### src/rtl/heap_feeder.sv
// -----------------------------------------------------------------------------
// heap_feeder
//
// Frame-level front end for the heap sorter. Accepts a valid/ready stream of
// (payload, key) entries, clears the heap at frame start, paces single-cycle
// insert pulses so that at least GAP idle cycles follow each insert, flushes
// the heap at end of frame and counts the drained entries until every
// retained entry has left.
//
// Parameters:
//   DATA_WIDTH  entry width; key in [KEY_WIDTH-1:0], payload in the upper bits
//   KEY_WIDTH   key field width
//   NLEVELS     heap levels; capacity CAP = 2^NLEVELS - 1
//   GAP         idle cycles required after each insert pulse (1..15)
//
// Ports:
//   clk, rstn    clock, asynchronous active-low reset
//   frame_start  frame start pulse (honoured only in IDLE)
//   s_valid / s_ready / s_data / s_last   upstream entry stream
//   heap_din, heap_en, heap_init, heap_flush   heap controls
//   heap_valid   heap emitted one sorted entry this cycle
//   busy         high in every state except IDLE
//   frame_done   one-cycle pulse when the drain is complete
//   overflow     sticky: more than CAP entries accepted this frame
//   accepted     entries accepted this frame (saturating)
//
// Every output is a register.
// -----------------------------------------------------------------------------
module heap_feeder #(
  parameter int DATA_WIDTH = 8,
  parameter int KEY_WIDTH  = 4,
  parameter int NLEVELS    = 3,
  parameter int GAP        = 1
) (
  input  logic                  clk,
  input  logic                  rstn,
  input  logic                  frame_start,
  input  logic                  s_valid,
  output logic                  s_ready,
  input  logic [DATA_WIDTH-1:0] s_data,
  input  logic                  s_last,
  output logic [DATA_WIDTH-1:0] heap_din,
  output logic                  heap_en,
  output logic                  heap_init,
  output logic                  heap_flush,
  input  logic                  heap_valid,
  output logic                  busy,
  output logic                  frame_done,
  output logic                  overflow,
  output logic [15:0]           accepted
);

  localparam logic [2:0] ST_IDLE  = 3'd0;
  localparam logic [2:0] ST_INIT  = 3'd1;
  localparam logic [2:0] ST_FILL  = 3'd2;
  localparam logic [2:0] ST_FLUSH = 3'd3;
  localparam logic [2:0] ST_DRAIN = 3'd4;
  localparam logic [2:0] ST_DONE  = 3'd5;

  // CAP = 2^NLEVELS - 1 is exactly the all-ones value of an NLEVELS-bit word.
  localparam logic [NLEVELS-1:0] CAP_N    = '1;
  localparam logic [15:0]        CAP_16   = 16'((1 << NLEVELS) - 1);
  localparam logic [3:0]         GAP_LOAD = 4'(GAP);

  logic [2:0]            state_reg, state_next;
  logic [3:0]            gap_reg, gap_next;
  logic [NLEVELS-1:0]    drain_reg, drain_next;
  logic [NLEVELS-1:0]    drain_inc;
  logic [NLEVELS-1:0]    expected;
  logic [15:0]           accepted_reg, accepted_next;
  logic                  overflow_reg, overflow_next;
  logic [DATA_WIDTH-1:0] heap_din_reg, heap_din_next;
  logic                  s_ready_reg, heap_en_reg, heap_init_reg, heap_flush_reg;
  logic                  busy_reg, frame_done_reg;
  logic                  accept;

  // Key and payload are kept as named fields so the entry layout the heap
  // compares on is explicit; the heap sees them re-packed in the same order.
  logic [KEY_WIDTH-1:0]            s_key;
  logic [DATA_WIDTH-KEY_WIDTH-1:0] s_payload;
  assign s_key     = s_data[KEY_WIDTH-1:0];
  assign s_payload = s_data[DATA_WIDTH-1:KEY_WIDTH];

  assign accept    = (state_reg == ST_FILL) && s_ready_reg && s_valid;
  assign drain_inc = drain_reg + 1'b1;
  // Only min(accepted, CAP) entries can come back out of the heap.
  assign expected  = (accepted_reg >= CAP_16) ? CAP_N : accepted_reg[NLEVELS-1:0];

  always_comb begin
    state_next    = state_reg;
    gap_next      = (gap_reg != 4'd0) ? gap_reg - 4'd1 : 4'd0;
    drain_next    = drain_reg;
    accepted_next = accepted_reg;
    overflow_next = overflow_reg;
    heap_din_next = heap_din_reg;

    case (state_reg)
      ST_IDLE: begin
        if (frame_start) begin
          // Frame bookkeeping is cleared on the way into INIT so the INIT
          // cycle already shows a fresh frame.
          state_next    = ST_INIT;
          gap_next      = 4'd0;
          drain_next    = '0;
          accepted_next = 16'd0;
          overflow_next = 1'b0;
        end
      end
      ST_INIT: begin
        state_next = ST_FILL;
      end
      ST_FILL: begin
        if (accept) begin
          gap_next      = GAP_LOAD;
          heap_din_next = {s_payload, s_key};
          if (accepted_reg != 16'hFFFF) begin
            accepted_next = accepted_reg + 16'd1;
          end
          if (accepted_reg == CAP_16) begin
            overflow_next = 1'b1;
          end
          if (s_last) begin
            state_next = ST_FLUSH;
          end
        end
      end
      ST_FLUSH: begin
        // heap_flush is high during this last FLUSH cycle (see output regs).
        if (gap_reg == 4'd0) begin
          state_next = ST_DRAIN;
        end
      end
      ST_DRAIN: begin
        if (drain_reg == expected) begin
          state_next = ST_DONE;
        end else if (heap_valid) begin
          drain_next = drain_inc;
          // Leave in the same cycle as the final pulse so frame_done
          // follows it immediately.
          if (drain_inc == expected) begin
            state_next = ST_DONE;
          end
        end
      end
      ST_DONE: begin
        state_next = ST_IDLE;
      end
      default: begin
        state_next = ST_IDLE;
      end
    endcase
  end

  always_ff @(posedge clk or negedge rstn) begin
    if (!rstn) begin
      state_reg      <= ST_IDLE;
      gap_reg        <= 4'd0;
      drain_reg      <= '0;
      accepted_reg   <= 16'd0;
      overflow_reg   <= 1'b0;
      heap_din_reg   <= '0;
      s_ready_reg    <= 1'b0;
      heap_en_reg    <= 1'b0;
      heap_init_reg  <= 1'b0;
      heap_flush_reg <= 1'b0;
      busy_reg       <= 1'b0;
      frame_done_reg <= 1'b0;
    end else begin
      state_reg      <= state_next;
      gap_reg        <= gap_next;
      drain_reg      <= drain_next;
      accepted_reg   <= accepted_next;
      overflow_reg   <= overflow_next;
      heap_din_reg   <= heap_din_next;
      // Output flags are decoded from the next state so they line up with
      // the state they describe while still coming straight from flops.
      s_ready_reg    <= (state_next == ST_FILL) && (gap_next == 4'd0);
      heap_en_reg    <= accept;
      heap_init_reg  <= (state_next == ST_INIT);
      heap_flush_reg <= (state_next == ST_FLUSH) && (gap_next == 4'd0);
      busy_reg       <= (state_next != ST_IDLE);
      frame_done_reg <= (state_next == ST_DONE);
    end
  end

  assign s_ready    = s_ready_reg;
  assign heap_din   = heap_din_reg;
  assign heap_en    = heap_en_reg;
  assign heap_init  = heap_init_reg;
  assign heap_flush = heap_flush_reg;
  assign busy       = busy_reg;
  assign frame_done = frame_done_reg;
  assign overflow   = overflow_reg;
  assign accepted   = accepted_reg;

endmodule

### config.mk
export PLATFORM = sky130hd
export DESIGN_NAME = heap_feeder
export DESIGN_NICKNAME = d
export VERILOG_FILES = /design/src/rtl/heap_feeder.sv
export SDC_FILE = /design/constraint.sdc
export NUM_CORES = 1
export LEC_CHECK = 0
export ABC_CLOCK_PERIOD_IN_PS = 2700
export CORE_AREA = 2 2 76 78
export DETAILED_ROUTE_END_ITERATION = 10
export DIE_AREA = 0 0 78 80
export GPL_TIMING_DRIVEN = 0
export HOLD_SLACK_MARGIN = 0.03
export PLACE_DENSITY_LB_ADDON = 0.1
export RECOVER_POWER = 100
export SETUP_SLACK_MARGIN = 0.1
export SYNTH_ARGS = -nofsm -noshare
export SYNTH_HDL_FRONTEND = slang
export SYNTH_SLANG_ARGS = --single-unit
### constraint.sdc
create_clock -name clk -period 2.7 [get_ports clk]
set_input_delay 0.54 -clock clk [delete_from_list [all_inputs] [get_ports clk]]
set_output_delay 0.54 -clock clk [all_outputs]
set_load 0.005 [all_outputs]
==> flow_summary.ini <==
[outcome]
outcome = finished, final reports clean

[critical_path]
path_class = input port to flip-flop
rrSetupSlack_ns = 0.38
rr_endpoint = drain_reg[0]
kind_of_capture_point_of_the_worst_setup_path = flip-flop
worstRegToRegCells = 7
critical_path_required_time_ns = 2.91
crit_path_start = frame_start
critical_path.endpoint = accepted[8]
worst_setup_path_start_kind = input port
crit_fanout = 8
worst_r2r_startpoint = accepted[1]
cp_data_arrival_time_ns = 2.57

[floorplanning]
floorplan.initialDensity_pct = 38.9
dieArea_sq_um = 6240
die_width_um = 78
core_region_area_sq_um = 5410
chipHeight_um = 80
core.rowCount = 27
pin_count = 45

[worst_hold_path]
hold_class = input port to asynchronous set/reset pin

[clocking]
cts_hold_buf = 0
tritoncts_clock_tree = yes
clk_pin_slew_ns = 0.08
post_cts_resized = 0
number_of_levels_the_h_tree_was_split_into = 2
cts.root.buffer_cell = sky130_fd_sc_hd__clkbuf_8
clock-sinks = 41
clk_path_buf_depth = 2
clk_latency_ns = 0.29
postCtsSetupBuffers = 0
tritoncts.num_buffers = 5

[detailed_routing]
via_count = 1723
detail-route-antenna-nets = 0
route.detailed.vias_per_inst = 5.24
drtIter0Drc = 56
count_of_unresolved_drc_violations_after_routing = 0
routed_wl_mm = 4.62
wl_per_cell_um = 14.0
drtPass1Iterations = 4

[logic_synthesis]
synth-warning-count = 0
sequential_share_of_the_synthesized_area_pct = 48.8
synth_edf_count = 0
post_synth_net_total = 221
syn_area_sq_um = 2100
count_leader_synth = sky130_fd_sc_hd__dfrtp_1
share_of_synthesized_flip_flops_with_an_asynchronous_set_or_reset_pct = 100
post-synth-top-area-fraction_pct = 48.8
dominantRegCellSynth = sky130_fd_sc_hd__dfrtp_1
per_instance_average_area_after_synthesis_sq_um = 10.3
netlist_top_cells_count = sky130_fd_sc_hd__dfrtp_1 (41), sky130_fd_sc_hd__nor2_1 (23), sky130_fd_sc_hd__nand2_1 (12), sky130_fd_sc_hd__o21ai_0 (12)
ys_ff_latch = 41
synth_cell_types = 43
synth_largest_area_cell = sky130_fd_sc_hd__dfrtp_1
synth_area_leaders = sky130_fd_sc_hd__dfrtp_1 (49%), sky130_fd_sc_hd__mux2_2 (4.8%), sky130_fd_sc_hd__nor2_1 (4.1%)
postSynthCellCount = 204

[global_routing]
grt_first_pass_wirelength_mm = 8.05
grt.met3_usage_pct = 3.62
globalRoute.busiestLayer = met2
grt_overflow_total = 0
first_global_vias = 1709
all_layer_global_routing_usage_pct = 16.3
met1_track_demand_over_resource_pct = 22.4
antenna_found_initial = 0
gr-usage-met2_pct = 25.3
largest_net_degree_at_the_start_of_global_routing = 29

[timing]
timing.slew.headroom_pct = 17.4
number_of_hold_violations_in_the_final_report = 0
grt_setup_unrepaired = no
finalCriticalPeriod_ns = 2.36
finalSetupViolCount = 0
tightest_slew_ns = 1.24
final.setup.worst_slack_ns = 0.340
slew_limit_fails = 0
finClkSkew_ns = 0.00424
max_clock_freq_mhz = 424
fin_crit_sh_pct = 87.4

[power]
power_leakage_nw = 1.25
p_total_w = 0.00243
power_switching_w = 0.000823
p_comb_share_pct = 39.0
proportion_of_total_power_due_to_net_switching_pct = 33.9
power.share.clock_pct = 24.0
power-per-cell-area_nw_per_um2 = 876
power_report.internal_total_w = 0.00160
worst_ir_drop_vdd_mv = 0.387
sequentialPowerShare_pct = 37.0

[flow_run]
drv_cap = 0

[final_layout]
max_reg_flops = 16
number_of_diodes_added_for_antenna_fixing = 0
fin_nets = 273
final_cell_count_no_fill = 329
finish.instance_area_sq_um = 2770
drive_above_1_share_pct = 10.5
layout.core_utilization_pct = 51.2
area.growth.synth_to_final_pct = 31.6

[placed_design]
routabilityCongestion = 0.780
placement.io_buffers = 44
post-dp-hpwl_mm = 3.36
placed_cells_incl_taps = 321
place_area_sq_um = 2650
dp_slack_ns = 0.0942
[worst min path at each step]
stage / startpoint / end / slack [ns] / depth (start not counted)
floorplan: rstn / accepted[0] / 0.24 / 0
global placement: heap_din[7] / heap_din[7] / 0.49 / 1
detailed placement: rstn / heap_flush / 0.46 / 1
CTS: rstn / state_reg[0] / 0.14 / 1
global route: rstn / busy / 0.34 / 1
finish: rstn / heap_flush / 0.27 / 1
[cell families (layout without fill, tap and decap cells)]
logic type	Yosys count	after routing	share of synthesized area (%)
multiplexers	10	10	5.29
AO/OA/AOI/OAI	34	34	10.3
adder cells (fa/ha/maj)	3	3	1.78
buffers and inverters	15	68	2.73
AND/OR/NAND/NOR	86	86	24.9
flip-flops	41	41	48.8
XOR/XNOR	15	15	6.24
[metal layers]
metal | share of wire [%] | wire length, um
met5 | 0 | 0
met4 | 0.97 | 45
met3 | 5.2 | 239
met2 | 47 | 2150
met1 | 47 | 2180
[power by group through the flow]
stage	combinational (W)	clock, W	sequential (W)
floorplan	0.000609	0	0.000902
global route	0.00106	0.000624	0.000925
CTS	0.00101	0.000601	0.000905
finish	0.000946	0.000584	0.000897
detailed placement	0.00100	0	0.000914
global placement	0.000987	0	0.000910
[metrics by stage]
step | hold WS, ns | TNS (ns)
floorplan | 0.244 | 0
global placement | 0.489 | -1.33
detailed placement | 0.464 | 0
CTS | 0.144 | 0
global route | 0.336 | 0
finish | 0.270 | 0
[layout make-up]
cell class,instances,area [sq um]
Fill cell,506,2640
Sequential cell,41,1030
Multi-Input combinational cell,148,1020
Timing Repair Buffer,45,447
Tap cell,72,90.1
Clock buffer,5,68.8
Clock inverter,3,65.1
Inverter,10,37.5
Buffer,5,20.0
[placed cells by master (no fill, tap or decap), types with 3 or more instances in the layout]
master                            instances
sky130_fd_sc_hd__or3_1                    6
sky130_fd_sc_hd__xnor2_1                  8
sky130_fd_sc_hd__nand3_1                  6
sky130_fd_sc_hd__a211o_1                  3
sky130_fd_sc_hd__ha_1                     3
sky130_fd_sc_hd__nor4_4                   3
sky130_fd_sc_hd__nor3_1                  10
sky130_fd_sc_hd__clkbuf_1                 5
sky130_fd_sc_hd__nand4_1                 10
sky130_fd_sc_hd__nand2_1                 12
sky130_fd_sc_hd__mux2_2                   9
sky130_fd_sc_hd__xor2_1                   7
sky130_fd_sc_hd__dlygate4sd3_1           33
sky130_fd_sc_hd__a21oi_1                  9
sky130_fd_sc_hd__inv_1                    9
sky130_fd_sc_hd__nor2_1                  23
sky130_fd_sc_hd__dfrtp_1                 41
sky130_fd_sc_hd__clkdlybuf4s50_1         10
sky130_fd_sc_hd__o21ai_0                 12
sky130_fd_sc_hd__clkbuf_8                 5
[worst max-delay path: stages]
cell	delay, ns
sky130_fd_sc_hd__dlygate4sd3_1	0.58
sky130_fd_sc_hd__nand2b_2	0.08
sky130_fd_sc_hd__a211o_1	0.35
sky130_fd_sc_hd__nor3_2	0.29
sky130_fd_sc_hd__nand2b_1	0.21
sky130_fd_sc_hd__or3_1	0.36
sky130_fd_sc_hd__a21oi_1	0.16
Note: power is estimated with default switching activity, not from simulation.
